### src/rtl/lzx_cla_seq_adder.sv
// Multi-cycle add/subtract: one SLICE_W-bit lookahead slice per clock, carry rippled through a register.
// Latency NSLICE+1 edges from accepted start to done; start is ignored outside IDLE (no queueing).
module lzx_cla_seq_adder #(
  parameter int WIDTH   = 16,
  parameter int SLICE_W = 4,
  localparam int NSLICE = WIDTH / SLICE_W
) (
  input  logic              clk,
  input  logic              rst,
  input  logic              start,
  input  logic [WIDTH-1:0]  A,
  input  logic [WIDTH-1:0]  B,
  input  logic              Cin,
  input  logic              sub,
  output logic              busy,
  output logic              done,
  output logic [WIDTH-1:0]  S,
  output logic              Cout,
  output logic              OVF,
  output logic              G,
  output logic              P,
  output logic [NSLICE-1:0] C
);

  localparam int IW = (NSLICE > 1) ? $clog2(NSLICE) : 1;
  localparam logic [IW-1:0] LAST_IDX = IW'(NSLICE - 1);

  typedef enum logic [1:0] {IDLE, RUN, DONE} state_t;

  state_t              state_q, state_d;
  logic [WIDTH-1:0]    a_q, a_d, bx_q, bx_d, res_q, res_d;
  logic                carry_q, carry_d, g_acc_q, g_acc_d, p_acc_q, p_acc_d;
  logic [IW-1:0]       idx_q, idx_d;
  logic [NSLICE-1:0]   c_int_q, c_int_d;
  logic [WIDTH-1:0]    s_q, s_d;
  logic                cout_q, cout_d, ovf_q, ovf_d, g_q, g_d, p_q, p_d;
  logic [NSLICE-1:0]   c_q, c_d;

  logic [SLICE_W-1:0]  a_sl, b_sl, g_sl, p_sl, sum_sl;
  logic [SLICE_W:0]    cv;
  logic                gs, ps;
  int                  base;

  // Lookahead slice for the current index; only consumed while in RUN.
  always_comb begin
    base = int'(idx_q) * SLICE_W;
    a_sl = a_q[base +: SLICE_W];
    b_sl = bx_q[base +: SLICE_W];
    g_sl = a_sl & b_sl;
    p_sl = a_sl ^ b_sl;
    cv   = '0;
    cv[0] = carry_q;
    gs   = 1'b0;
    for (int j = 0; j < SLICE_W; j++) begin
      cv[j+1] = g_sl[j] | (p_sl[j] & cv[j]);
      gs      = g_sl[j] | (p_sl[j] & gs);
    end
    ps     = &p_sl;
    sum_sl = p_sl ^ cv[SLICE_W-1:0];
  end

  always_comb begin
    state_d = state_q;
    a_d     = a_q;
    bx_d    = bx_q;
    res_d   = res_q;
    carry_d = carry_q;
    g_acc_d = g_acc_q;
    p_acc_d = p_acc_q;
    idx_d   = idx_q;
    c_int_d = c_int_q;
    s_d     = s_q;
    cout_d  = cout_q;
    ovf_d   = ovf_q;
    g_d     = g_q;
    p_d     = p_q;
    c_d     = c_q;
    case (state_q)
      IDLE: begin
        if (start) begin
          a_d     = A;
          bx_d    = sub ? ~B : B;
          carry_d = Cin ^ sub;
          g_acc_d = 1'b0;
          p_acc_d = 1'b1;
          idx_d   = '0;
          state_d = RUN;
        end
      end
      RUN: begin
        res_d[base +: SLICE_W] = sum_sl;
        c_int_d[idx_q]         = carry_q;
        carry_d                = cv[SLICE_W];
        g_acc_d                = gs | (ps & g_acc_q);
        p_acc_d                = p_acc_q & ps;
        if (idx_q == LAST_IDX) begin
          // Publish everything at once so no partial result is ever visible.
          idx_d   = '0;
          state_d = DONE;
          s_d     = res_d;
          cout_d  = cv[SLICE_W];
          ovf_d   = cv[SLICE_W-1] ^ cv[SLICE_W];
          g_d     = g_acc_d;
          p_d     = p_acc_d;
          c_d     = c_int_d;
        end else begin
          idx_d = idx_q + 1'b1;
        end
      end
      DONE:    state_d = IDLE;
      default: state_d = IDLE;
    endcase
  end

  always_ff @(posedge clk) begin
    if (rst) begin
      state_q <= IDLE;
      a_q     <= '0;
      bx_q    <= '0;
      res_q   <= '0;
      carry_q <= 1'b0;
      g_acc_q <= 1'b0;
      p_acc_q <= 1'b0;
      idx_q   <= '0;
      c_int_q <= '0;
      s_q     <= '0;
      cout_q  <= 1'b0;
      ovf_q   <= 1'b0;
      g_q     <= 1'b0;
      p_q     <= 1'b0;
      c_q     <= '0;
    end else begin
      state_q <= state_d;
      a_q     <= a_d;
      bx_q    <= bx_d;
      res_q   <= res_d;
      carry_q <= carry_d;
      g_acc_q <= g_acc_d;
      p_acc_q <= p_acc_d;
      idx_q   <= idx_d;
      c_int_q <= c_int_d;
      s_q     <= s_d;
      cout_q  <= cout_d;
      ovf_q   <= ovf_d;
      g_q     <= g_d;
      p_q     <= p_d;
      c_q     <= c_d;
    end
  end

  assign busy = (state_q == RUN);
  assign done = (state_q == DONE);
  assign S    = s_q;
  assign Cout = cout_q;
  assign OVF  = ovf_q;
  assign G    = g_q;
  assign P    = p_q;
  assign C    = c_q;

endmodule

### config.mk
export PLATFORM = sky130hd
export DESIGN_NAME = lzx_cla_seq_adder
export DESIGN_NICKNAME = d
export VERILOG_FILES = /design/src/rtl/lzx_cla_seq_adder.sv
export SDC_FILE = /design/constraint.sdc
export NUM_CORES = 1
export LEC_CHECK = 0
export ABC_AREA = 0
export BUFFER_PORTS_ARGS = -buffer_cell sky130_fd_sc_hd__buf_2
export CELL_PAD_IN_SITES_DETAIL_PLACEMENT = 1
export CELL_PAD_IN_SITES_GLOBAL_PLACEMENT = 2
export CORE_ASPECT_RATIO = 0.8
export CORE_UTILIZATION = 31
export DETAILED_ROUTE_END_ITERATION = 12
export HOLD_SLACK_MARGIN = 0.08
export PLACE_DENSITY_LB_ADDON = 0.1
export SYNTH_ARGS = -nofsm -noshare
export SYNTH_HDL_FRONTEND = slang
export SYNTH_SLANG_ARGS = --single-unit
### constraint.sdc
create_clock -name clk -period 3.2 [get_ports clk]
set_input_delay 0.32 -clock clk [delete_from_list [all_inputs] [get_ports clk]]
set_output_delay 0.32 -clock clk [all_outputs]
set_load 0.005 [all_outputs]
==> results.yml, run 1 <==
die:
  die_y_microns: 99.5
  core_sq_um: 11600
  pin_count: 63
  fp-row-count: 35
  start_util_pct: 31.9
  die_x_microns: 124
  fp.dieArea_sq_um: 12300
synth:
  synthAdderAreaFrac_pct: 5.90
  syn_area_per_cell_sq_um: 9.70
  syn_inst: 380
  async_flop_share_pct: 0
  synthSimpleGateAreaFrac_pct: 13.2
  synth_top_family_by_area: "compound AO/OA/AOI/OAI gates"
  synth.area.mux_share_pct: 5.70
  seq_area_frac_synth_pct: 44.5
  ys_warn_count: 0
  synthDistinctLibCells: 41
  ys.flop_type: "dfxtp_1"
  ys_ff_latch: 82
  synth_area_sq_um: 3690
  synth_edf_count: 0
  synth_fp_nets: 432
  synth-xor-area-share_pct: 4.28
  synth-compound-area-share_pct: 20.7
worst_setup_path:
  cp_top_family: "adder cells"
  path_common_cell: "fa_1"
  critPathArrivalTime_ns: 3.28
  path_max_fanout: 4
  crit_buf_inv: 2
  worstPathCellList: "mux4_2 > fa_1 > inv_1 > fa_1 > fa_1 > inv_1 > fa_1 > a31oi_1 > a211oi_1"
  cp_slowest_cell: "fa_1"
  critPathRequiredTime_ns: 3.45
  cp-end-kind: "flip-flop"
  start_kind: "flip-flop"
  worstReg2RegStart: "idx_q[0]$_SDFFE_PP0P_"
  rrSetupSlack_ns: 0.17
  rr_endpoint: "res_q[15]$_SDFFE_PP0P_"
  slowest_delay_ns: 0.60
  critPathKind: "reg -> reg"
  r2r_cells: 9
global_route:
  grt_pass1_vias: 3011
  overflow: 0
  track_usage_pct: 17.1
  grt_pass1_wl_microns: 15900
  antenna_found_initial: 0
  grt_max_degree: 50
power:
  p_leak_nw: 1.72
  p_per_area_nw_per_um2: 549
  irDropWorstVdd_mv: 0.228
timing:
  tightest_slew_ns: 0.766
  setup_tns_ns: 0
  finalMaxSlewViolations: 0
  fin_crit_sh_pct: 94.8
  rsz0062_at_grt: "false"
  clock_skew_ns: 0.00441
  hold_viol: 0
  fin_crit_ns: 3.03
  max_freq_mhz: 330
  setup_viol: 0
  relSlewSlack_pct: 48.8
place:
  dp_hpwl_microns: 6780
  portBuffers: 62
  gp_congestion: 0.784
  dp_cells: 568
routing:
  dr.first_iter.drc_count: 135
  postRouteAntennaNets: 0
  drc_errors: 0
  first_pass_iters: 4
  wl_per_cell_microns: 16.4
  routed_via_density: 5.05
  finalWirelength_microns: 9540
  num_vias: 2937
clocking:
  clkSlewWorstSetupHoldPaths_ns: 0.06
  numCtsBuffers: 9
  numClockSinks: 82
  clock_latency_ns: 0.33
  cts_setup_buffers: 0
  cts_tree: "built"
  cts_root_buf: "clkbuf_16"
  clock_path_buffers: 2
  post_cts_resized: 0
  holdBufCountCts: 0
  htreeDepth: 3
min_path:
  min_to: "a_q[3]$_SDFFE_PP0P_"
  hold_depth: 3
  hold_start: "A[3]"
  hp-class: "in -> reg"
final_layout:
  n_fill_cell: 1363
  nNetsFinal: 483
  insertedDiodeCount: 0
  drive_gt1_share_pct: 21.0
  final_cell_count_no_fill: 582
  syn_to_final_growth_pct: 17.8
flow_run:
  max_cap_viol_count: 0
run_status:
  outcome: "finished clean"
[cell usage after synthesis, types with 2 or more instances]
cell type | n | area, sq um
buf_2 | 10 | 50.1
nand2_1 | 33 | 124
clkbuf_1 | 12 | 45.0
a211oi_1 | 33 | 248
o21a_1 | 2 | 15.0
a21oi_1 | 24 | 120
o21ai_0 | 3 | 15.0
mux2i_1 | 3 | 30.0
nand3_1 | 4 | 20.0
inv_1 | 14 | 52.6
buf_4 | 5 | 37.5
mux4_2 | 8 | 180
a31oi_1 | 17 | 106
nor3b_1 | 3 | 22.5
nor2b_1 | 18 | 113
o2bb2ai_1 | 20 | 175
a22o_1 | 3 | 26.3
nor2_1 | 35 | 131
fa_1 | 4 | 80.1
xnor2_1 | 17 | 149
dfxtp_1 | 82 | 1640
ha_1 | 11 | 138
[worst reg2reg max path, cell delays in order, from the launching register on]
cell and delay [ns]:
dfxtp_1 0.42, mux4_2 0.58, fa_1 0.42, inv_1 0.08, fa_1 0.19, fa_1 0.21
inv_1 0.06, fa_1 0.60, a31oi_1 0.15, a211oi_1 0.25
[state kept, by name, indices dropped and copies added, names as in the netlist]
register  flops
G             1
carry_q       1
P             1
Cout          1
C             4
OVF           1
bx_q         16
g_acc_q       1
S            16
p_acc_q       1
c_int_q       3
state_q       2
idx_q         2
a_q          16
res_q        16
[cells by family after synthesis]
family          Yosys count
compound gates          108
simple gates            102
flops                    82
buf+inv                  44
xor+xnor                 18
fa+ha+maj                15
mux                      11
[metrics by stage]
step | power (W) | setup WS (ns) | util (%) | hold slack [ns] | area (sq um)
after floorplan | 0.00138 | 0.0739 | - | 0.433 | 3690
after global placement | 0.00149 | 0.267 | 35.4 | 0.442 | 4090
after detailed placement | 0.00150 | 0.151 | 35.4 | 0.443 | 4090
after CTS | 0.00243 | 0.133 | 37.6 | 0.214 | 4340
after global routing | 0.00251 | 0.0000897 | 37.6 | 0.222 | 4340
final | 0.00238 | 0.167 | 37.6 | 0.223 | 4340
[worst max path at each step]
stage | startpoint | to | cells after the start
floorplan | idx_q[0]$_SDFFE_PP0P_ | res_q[11]$_SDFFE_PP0P_ | 10
global placement | idx_q[0]$_SDFFE_PP0P_ | res_q[11]$_SDFFE_PP0P_ | 9
detailed placement | idx_q[0]$_SDFFE_PP0P_ | res_q[11]$_SDFFE_PP0P_ | 9
CTS | idx_q[0]$_SDFFE_PP0P_ | res_q[11]$_SDFFE_PP0P_ | 9
global route | idx_q[0]$_SDFFE_PP0P_ | res_q[3]$_SDFFE_PP0P_ | 9
finish | idx_q[0]$_SDFFE_PP0P_ | res_q[15]$_SDFFE_PP0P_ | 9
[area by class of cell]
class                      count  area (sq um)  area share, %
clock buffer                  14           254           5.85
inverter                      15          58.8           1.35
multi-input combinational    254          1840           42.4
sequential                    82          1640           37.8
tap                          148           185           4.26
timing repair buffer          69           363           8.35
[power by group]
part / switching [W] / internal [W] / total (W)
Sequential: 0.0000328 / 0.00108 / 0.00111
Clock: 0.000375 / 0.000539 / 0.000914
Combinational: 0.000215 / 0.000143 / 0.000359
[cell usage in the layout, fill, tap and decap left out, drive strengths merged, types with 8 or more instances in the layout]
cell     count
a211oi      33
a21oi       25
a31oi       17
buf         69
clkbuf      14
dfxtp       82
ha          11
inv         15
mux4         8
nand2       33
nor2        35
nor2b       18
o2bb2ai     20
xnor2       17
[layer usage]
metal | part of all wire [%] | track usage (%) | up-vias
met2 | 41 | 24.6 | 63
met3 | 4.6 | 4.59 | 14
met5 | 0 | 0 | -
li1 | - | - | 1456
met4 | 2.0 | 5.86 | 0
met1 | 53 | 24.5 | 1404
No activity file was read; power rests on OpenSTA's default activity.
==> run 2: changes to the inputs <==
==> constraint.sdc (replaced) <==
create_clock -name clk -period 2.7 [get_ports clk]
set_input_delay 0.27 -clock clk [delete_from_list [all_inputs] [get_ports clk]]
set_output_delay 0.27 -clock clk [all_outputs]
set_load 0.005 [all_outputs]
==> results.yml, run 2 (synthesized netlist as in run 1, its figures left out) <==
run_status:
  outcome: "finished, violations left"
  violations: "negative setup slack"
routing:
  dr.first_iter.drc_count: 156
  first_pass_iters: 4
  finalWirelength_microns: 9550
  wl_per_cell_microns: 16.2
  postRouteAntennaNets: 0
  drc_errors: 0
  routed_via_density: 4.93
  num_vias: 2914
final_layout:
  final_area_sq_um: 4470
  drive_gt1_share_pct: 25.7
  syn_to_final_growth_pct: 21.3
  mostFrequentLayoutCells: "dfxtp_1 (81), buf_2 (62), nor2_1 (35)"
  layout_commonest_cell: "dfxtp_1"
  final_cell_count_no_fill: 591
  n_fill_cell: 1359
  insertedDiodeCount: 0
  nNetsFinal: 490
global_route:
  antenna_found_initial: 0
  grt_max_degree: 58
  grt_pass1_vias: 2925
  track_usage_pct: 16.6
  overflow: 0
  grt_pass1_wl_microns: 15400
timing:
  max_freq_mhz: 355
  clock_skew_ns: 0.00641
  rsz0062_at_grt: "true"
  setup_viol: 8
  fin_ws_ns: -0.120
  finalMaxSlewViolations: 0
  holdWs_ns: 0.167
  fin_crit_ns: 2.82
  relSlewSlack_pct: 54.6
  tightest_slew_ns: 0.680
  hold_viol: 0
  fin_crit_sh_pct: 104
worst_setup_path:
  critPathKind: "reg -> reg"
  slowest_delay_ns: 0.58
  path_max_fanout: 4
  cp_top_family: "adder cells"
  worstPathCellList: "mux4_2 > fa_2 > inv_2 > fa_2 > fa_2 > inv_2 > fa_2 > a31oi_2 > a211oi_2"
  crit_buf_inv: 2
  cp-end-kind: "flip-flop"
  start_kind: "flip-flop"
  critPathRequiredTime_ns: 2.96
  path_common_cell: "fa_2"
  cp_slowest_cell: "fa_2"
  critPathArrivalTime_ns: 3.08
min_path:
  hp-class: "in -> reg"
power:
  p_per_area_nw_per_um2: 673
  irDropWorstVdd_mv: 0.292
  p_leak_nw: 1.77
  p_total_w: 0.00301
die:
  die_x_microns: 124
  pin_count: 63
  fp-row-count: 35
  fp.dieArea_sq_um: 12300
  start_util_pct: 31.9
  die_y_microns: 99.5
  core_sq_um: 11600
place:
  dp_hpwl_microns: 6720
  dp_cells: 574
  gp_congestion: 0.695
  portBuffers: 62
  place_area_sq_um: 4150
clocking:
  cts_tree: "built"
  numCtsBuffers: 9
  holdBufCountCts: 0
  htreeDepth: 3
  cts_root_buf: "clkbuf_16"
  clkSlewWorstSetupHoldPaths_ns: 0.07
  numClockSinks: 82
  clock_path_buffers: 2
  clock_latency_ns: 0.34
flow_run:
  max_cap_viol_count: 0
## run 2: changes by cell type in the layout (fill, tap and decap cells not counted), moves of 3 or more
cell and change:
inv_2 +3, inv_1 -3, buf_4 +7, clkbuf_1 -4, fa_2 +4, fa_1 -4
## run 2: final timing paths
check        depth (start not counted)             startpoint  slack [ns]                      to
max                                  9  idx_q[0]$_SDFFE_PP0P_       -0.12  res_q[15]$_SDFFE_PP0P_
min                                  3                  A[11]        0.17    a_q[11]$_SDFFE_PP0P_
max reg2reg                          9  idx_q[0]$_SDFFE_PP0P_       -0.12  res_q[15]$_SDFFE_PP0P_
min reg2reg                          2    a_q[9]$_SDFFE_PP0P_        0.45     a_q[9]$_SDFFE_PP0P_
## run 2: worst reg2reg max path: stages, from the launching register on
cell	delay [ns]
dfxtp_4	0.37
mux4_2	0.54
fa_2	0.38
inv_2	0.07
fa_2	0.20
fa_2	0.21
inv_2	0.04
fa_2	0.58
a31oi_2	0.12
a211oi_2	0.23
## run 2: stage by stage
stage / setup slack, ns / TNS [ns] / util (%)
5_1_grt: -0.260 / -1.58 / 38.7
4_1_cts: -0.139 / -0.724 / 38.7
6_report: -0.120 / -0.594 / 38.7
2_1_floorplan: -0.158 / -0.953 / -
3_5_place_dp: -0.171 / -0.902 / 35.9
3_3_place_gp: -0.0839 / -0.322 / 35.9
## run 2: final cells by class
| cell class | count | area, sq um | share of cell area, % |
|---|---|---|---|
| Multi-Input combinational cell | 254 | 1860 | 41.7 |
| Sequential cell | 82 | 1650 | 36.8 |
| Timing Repair Buffer | 76 | 415 | 9.29 |
| Clock buffer | 10 | 239 | 5.34 |
| Tap cell | 148 | 185 | 4.14 |
| Clock inverter | 6 | 65.1 | 1.45 |
| Inverter | 15 | 58.8 | 1.32 |
## run 2: power by group
part           switching (W)  internal (W)
logic               0.000260      0.000182
clock network       0.000512      0.000743
registers          0.0000369       0.00128
total               0.000809       0.00220
## run 2: routing by layer
| metal | track usage [%] | routed length, microns | vias up |
|---|---|---|---|
| met5 | 0 | 0 | - |
| met4 | 5.95 | 146 | 0 |
| met3 | 3.90 | 322 | 11 |
| met2 | 24.8 | 4140 | 45 |
| met1 | 23.3 | 4940 | 1394 |
| li1 | - | - | 1464 |
## run 2: timing repair
action | 4_1_cts | 5_1_grt
resized for setup | 3 | 0
buffers inserted | 1 | 0
setup endpoints to repair | 12 | 12
pin swaps | 4 | 4
